<file path="config.mk">
export PLATFORM = sky130hd
export DESIGN_NAME = pipe_mw_skid
export DESIGN_NICKNAME = d
export VERILOG_FILES = /design/src/rtl/pipe_mw_skid.sv
export SDC_FILE = /design/constraint.sdc
export NUM_CORES = 1
export LEC_CHECK = 0
export ABC_CLOCK_PERIOD_IN_PS = 1940
export CAP_MARGIN = 15
export CORE_MARGIN = 3
export CORE_UTILIZATION = 50
export CTS_CLUSTER_SIZE = 16
export DETAILED_ROUTE_END_ITERATION = 10
export PLACE_DENSITY = 0.87
export SYNTH_ARGS = -nofsm -noshare
export SYNTH_HDL_FRONTEND = slang
export SYNTH_SLANG_ARGS = --single-unit
</file>
<file path="constraint.sdc">
create_clock -name clk -period 1.94 [get_ports clk]
set_clock_uncertainty 0.05 [all_clocks]
set_input_delay 0.388 -clock clk [delete_from_list [all_inputs] [get_ports clk]]
set_output_delay 0.388 -clock clk [all_outputs]
set_load 0.005 [all_outputs]
</file>
<file path="src/rtl/pipe_mw_skid.sv">
// MEM-to-WB valid/ready pipeline stage with a two-entry skid buffer (main + skid).
// Optional perf counters (stall_cnt, flush_cnt) are built when PIPE_MW_PERF_EN is defined.
module pipe_mw_skid #(
  parameter int unsigned ALU_W  = 16,
  parameter int unsigned LANES  = 4,
  parameter int unsigned LANE_W = 16,
  parameter int unsigned RH_W   = 8,
  parameter int unsigned RN_W   = 3,
  parameter int unsigned PERF_W = 32
) (
  input  logic                    clk,
  input  logic                    reset,
  input  logic                    valid_m,
  output logic                    ready_m,
  input  logic                    flush_w,
  input  logic [4:0]              ctrl_m,
  input  logic [LANES-1:0]        lane_mask_m,
  input  logic [ALU_W-1:0]        alu_m,
  input  logic [LANES*LANE_W-1:0] mem_data_m,
  input  logic [LANES*LANE_W-1:0] lanes_m,
  input  logic [RH_W-1:0]         rhd_m,
  input  logic                    rvd_m,
  input  logic [RN_W-1:0]         rnd_m,
  output logic                    valid_w,
  input  logic                    ready_w,
  output logic [4:0]              ctrl_w,
  output logic [LANES-1:0]        lane_we_w,
  output logic [ALU_W-1:0]        alu_w,
  output logic [LANES*LANE_W-1:0] mem_data_w,
  output logic [LANES*LANE_W-1:0] lanes_w,
  output logic [RH_W-1:0]         rhd_w,
  output logic                    rvd_w,
  output logic [RN_W-1:0]         rnd_w,
  output logic [ALU_W-1:0]        wb_scalar_w
`ifdef PIPE_MW_PERF_EN
  ,
  output logic [PERF_W-1:0]       stall_cnt,
  output logic [PERF_W-1:0]       flush_cnt
`endif
);

  typedef enum logic [1:0] {
    EMPTY = 2'd0,
    ONE   = 2'd1,
    FULL  = 2'd2
  } state_t;

  // ctrl = {PCSrc, ScalarWrite, VectorWrite, HistogramWrite, MemtoReg}
  typedef struct packed {
    logic [4:0]              ctrl;
    logic [LANES-1:0]        mask;
    logic [ALU_W-1:0]        alu;
    logic [LANES*LANE_W-1:0] mem;
    logic [LANES*LANE_W-1:0] lanes;
    logic [RH_W-1:0]         rhd;
    logic                    rvd;
    logic [RN_W-1:0]         rnd;
  } entry_t;

  state_t state_q, state_d;
  entry_t main_q, main_d;
  entry_t skid_q, skid_d;
  entry_t in_e;
  logic   ready_q, ready_d;
  logic   accept, consume;

  assign in_e    = '{ctrl: ctrl_m, mask: lane_mask_m, alu: alu_m, mem: mem_data_m,
                     lanes: lanes_m, rhd: rhd_m, rvd: rvd_m, rnd: rnd_m};
  assign valid_w = (state_q != EMPTY);
  assign ready_m = ready_q;
  assign accept  = valid_m & ready_q;
  assign consume = valid_w & ready_w;

  always_comb begin
    state_d = state_q;
    main_d  = main_q;
    skid_d  = skid_q;
    if (flush_w) begin
      // Handshake still completes on an accept; the entry is simply dropped.
      state_d = EMPTY;
    end else begin
      unique case (state_q)
        EMPTY: begin
          if (accept) begin
            main_d  = in_e;
            state_d = ONE;
          end
        end
        ONE: begin
          if (accept && consume) begin
            main_d = in_e;
          end else if (accept) begin
            skid_d  = in_e;
            state_d = FULL;
          end else if (consume) begin
            state_d = EMPTY;
          end
        end
        FULL: begin
          if (consume) begin
            main_d  = skid_q;
            state_d = ONE;
          end
        end
        default: state_d = EMPTY;
      endcase
    end
    ready_d = (state_d != FULL);
  end

  always_ff @(posedge clk or negedge reset) begin
    if (!reset) begin
      state_q <= EMPTY;
      main_q  <= '0;
      skid_q  <= '0;
      ready_q <= 1'b1;
    end else begin
      state_q <= state_d;
      main_q  <= main_d;
      skid_q  <= skid_d;
      ready_q <= ready_d;
    end
  end

  assign ctrl_w      = main_q.ctrl & {5{valid_w}};
  assign lane_we_w   = main_q.mask & {LANES{main_q.ctrl[2]}} & {LANES{valid_w}};
  assign alu_w       = main_q.alu;
  assign mem_data_w  = main_q.mem;
  assign lanes_w     = main_q.lanes;
  assign rhd_w       = main_q.rhd;
  assign rvd_w       = main_q.rvd;
  assign rnd_w       = main_q.rnd;
  assign wb_scalar_w = main_q.ctrl[0] ? main_q.mem[ALU_W-1:0] : main_q.alu;

`ifdef PIPE_MW_PERF_EN
  logic [PERF_W-1:0] stall_q, stall_d;
  logic [PERF_W-1:0] flush_q, flush_d;

  always_comb begin
    stall_d = stall_q;
    flush_d = flush_q;
    if (valid_m && !ready_q && (stall_q != '1))
      stall_d = stall_q + 1'b1;
    if (flush_w && (valid_w || accept) && (flush_q != '1))
      flush_d = flush_q + 1'b1;
  end

  always_ff @(posedge clk or negedge reset) begin
    if (!reset) begin
      stall_q <= '0;
      flush_q <= '0;
    end else begin
      stall_q <= stall_d;
      flush_q <= flush_d;
    end
  end

  assign stall_cnt = stall_q;
  assign flush_cnt = flush_q;
`else
  logic unused_perf;
  assign unused_perf = ^PERF_W;
`endif

endmodule
</file>
==> impl_summary.log <==
INFO  metric portBuffers = 352
INFO  metric floorplan.core_area = 29900 sq um
INFO  metric root_buffer = sky130_fd_sc_hd__clkbuf_16
INFO  metric synth-xor-area-share = 0
INFO  metric dp.final_hpwl = 26000 microns
INFO  metric syn2layout_area_growth = 43.9%
INFO  metric vias_in_the_first_global_route = 11041
INFO  metric drc = 0
INFO  metric cts.htree.levels = 2
INFO  metric grt_setup_unrepaired = yes
INFO  metric floorplan.initialDensity = 0.512
INFO  metric timing.critical_path.to_type = register
INFO  metric mean_instance_size_in_the_synthesized_netlist = 12.1 sq um
INFO  metric worst-slew-pin-transition = 0.526 ns
INFO  metric yosysTopAreaCell = sky130_fd_sc_hd__dfrtp_1
INFO  metric route.antenna.remaining_nets = 0
INFO  metric synthAdderAreaFrac = 0
INFO  metric post_synth_inst_count = 1264
INFO  metric worst-endpoint-required = 2.26 ns
INFO  metric max-vdd-ir-drop = 0.803 mV
INFO  metric final-setup-viol-count = 338
INFO  metric async_reset_ff_frac = 1.00
INFO  metric synth_compound_gate_area_share = 0.0568
INFO  metric timing.final.max_slew_violations = 0
INFO  metric period_needed = 2.09 ns
INFO  metric layout_setup_ws = -0.147 ns
INFO  metric die_area = 32700 sq um
INFO  metric clk-insertion-delay-late = 0.50 ns
INFO  metric tritoncts_num_sinks = 333
INFO  metric post_synth_instance_area = 15300 sq um
INFO  metric grt_overflow = 0
INFO  metric power.static_leakage = 9.91 nW
INFO  metric holdWs = 0.376 ns
INFO  metric fin_nets = 1727
INFO  metric netlist_top_cells_count = 332 x sky130_fd_sc_hd__dfrtp_1, 181 x sky130_fd_sc_hd__mux2_2, 177 x sky130_fd_sc_hd__buf_4, 167 x sky130_fd_sc_hd__nand2_1, 166 x sky130_fd_sc_hd__mux2i_1
INFO  metric syn-num-nets = 1434
INFO  metric place_worst_setup_slack = -0.219 ns
INFO  metric first_pass_iters = 7
INFO  metric top_level_ports = 353
INFO  metric ys_top_cells_by_area = sky130_fd_sc_hd__dfrtp_1 54%, sky130_fd_sc_hd__mux2_2 13%, sky130_fd_sc_hd__mux2i_1 11%
INFO  metric crit_path_start_kind = register
INFO  metric fmax = 479 MHz
INFO  metric tritoncts = done
INFO  metric antenna_violations_before_repair = 1
INFO  metric yosys.area.top_type_share = 0.543
INFO  metric drv_cap = 0
INFO  metric final_core_utilization = 0.737
INFO  metric detail_route.iter0.violations = 626
INFO  metric synth_most_common_cell = sky130_fd_sc_hd__dfrtp_1
INFO  metric slew_headroom = 0.649
INFO  metric detail_route.vias_per_cell = 5.57
INFO  metric report.final.hold_viol_count = 0
INFO  metric grt_use_total = 0.226
INFO  metric synth_simple_gate_area_frac = 0.0485
INFO  metric vias = 10989
INFO  metric postSynthRegisterBits = 333
INFO  metric placement.cell_area = 18500 sq um
INFO  metric worstPathArrival = 2.41 ns
INFO  metric power.density_cell_area = 1050 nW/um^2
INFO  metric finalCritPeriodShare = 1.08
INFO  metric dieHeight = 181 microns
INFO  metric combinational_family_with_the_most_area_after_synthesis = multiplexers
INFO  metric number_of_flops_mapped_to_enable_cells_by_yosys = 0
INFO  metric synth.yosys.warnings = 0
INFO  metric power.total = 23.0 mW
INFO  metric timing.hold.worst.class = in -> async
INFO  metric clkSlewWorstSetupHoldPaths = 0.07 ns
INFO  metric cts_inserted_buffers = 35
INFO  metric routabilityCongestion = 0.818
INFO  metric failed_checks = setup timing
INFO  metric synth_sequential_area_ratio = 0.545
INFO  metric die_w = 181 microns
INFO  metric muxShareOfSynthArea = 0.242
INFO  metric wirelength = 46400 microns
INFO  metric route.detailed.wl_per_inst = 23.5 microns
INFO  metric clockBufferDepth = 3
INFO  metric status = finished, violations left
INFO  metric rows = 63
INFO  metric fillers = 1764
INFO  metric yosys_most_used_dff = sky130_fd_sc_hd__dfrtp_1
INFO  metric worstPathMaxFanout = 20
INFO  metric synth.distinct_cells = 28
INFO  metric grt_start_max_net_pins = 57
INFO  metric final_area = 22000 sq um
INFO  metric drive_gt1_frac = 0.316
INFO  metric critPathKind = reg -> reg
INFO  metric global_route_wire_length_before_repair = 60000 microns
[power breakdown]
group	internal [mW]	switching, mW	leakage, nW
combinational	3.79	2.07	5.19
clock	4.40	2.83	0.607
sequential	8.68	1.27	4.11
total	16.9	6.17	9.91
[metrics by stage]
stage,std cells,TNS [ns]
after floorplan,1264,0
after global placement,1854,-38.67
after detailed placement,1854,-50.82
after CTS,1929,-5.65
after global routing,1974,-37.86
final,1974,-23.03
[cell type report]
cell class / count / area (sq um) / area share
antenna: 1 / 2.50 / 0.000114
clock buffer: 53 / 1090 / 0.0493
clock inverter: 10 / 155 / 0.00705
inverter: 1 / 3.75 / 0.000170
multi-input combinational: 701 / 6230 / 0.283
sequential: 333 / 8330 / 0.379
tap: 390 / 488 / 0.0222
timing repair buffer: 485 / 5720 / 0.260
[cell usage in the layout, fill, tap and decap left out, drive strengths merged, types with 4 or more instances in the layout]
cell           Yosys  final
mux2             181    181
clkbuf            19     82
dfrtp            332    332
mux2i            166    166
clkdlybuf4s50      0    324
buf              211    130
clkinv             0      4
and2               5      5
bufinv             0      4
o21ai            165    165
and3               4      4
nand2            167    167
[timing repair]
item,CTS,global route
cloned,3,37
buffers inserted,8,9
pin swaps,6,37
gates resized for setup,173,325
hold endpoints to repair,46,0
hold buffers,1,0
endpoints found under the setup margin,27,345
[kinds of logic (layout without fill, tap and decap cells)]
family,Yosys count,in the layout
buffers and inverters,231,549
multiplexers,347,347
AO/OA/AOI/OAI,169,169
other,0,1
flip-flops,333,333
AND/OR/NAND/NOR,184,185
[layer usage]
layer / part of all wire / vias to the layer above / global-route usage
li1: - / 4782 / -
met1: 0.39 / 5637 / 0.281
met2: 0.53 / 465 / 0.399
met3: 0.056 / 105 / 0.0435
met4: 0.032 / 0 / 0.0728
met5: 0 / - / 0
[sequential cells by signal, indices dropped and copies added, names as in the netlist]
name / count
skid_q: 165
lanes_w: 64
mem_data_w: 64
alu_w: 16
main_q: 9
rhd_w: 8
rnd_w: 3
state_q: 2
ready_m: 1
rvd_w: 1
[critical path: stages (launching register included)]
cell and delay, ns:
sky130_fd_sc_hd__dfrtp_1 0.39, sky130_fd_sc_hd__buf_6 0.13, sky130_fd_sc_hd__buf_6 0.12, sky130_fd_sc_hd__nor2b_4 0.13
sky130_fd_sc_hd__o41a_4 0.56, sky130_fd_sc_hd__buf_12 0.21, sky130_fd_sc_hd__buf_12 0.17, sky130_fd_sc_hd__nand2_1 0.09
sky130_fd_sc_hd__o21ai_1 0.10
[path summary, 6_finish.rpt]
kind,cells after the start,to,startpoint,slack (ns)
min in group clk,2,mem_data_w[61]$_DFFE_PN0P_,mem_data_w[61]$_DFFE_PN0P_,0.43
worst min-delay path,2,lanes_w[51]$_DFFE_PN0P_,reset,0.38
worst max-delay path,8,lanes_w[49]$_DFFE_PN0P_,state_q[0]$_DFF_PN0_,-0.15
worst max register to register,8,lanes_w[49]$_DFFE_PN0P_,state_q[0]$_DFF_PN0_,-0.15
max in group asynchronous,3,skid_q[131]$_DFFE_PN0P_,reset,0.71
worst min register to register,2,mem_data_w[61]$_DFFE_PN0P_,mem_data_w[61]$_DFFE_PN0P_,0.43
Note: power is estimated with default switching activity, not from simulation.
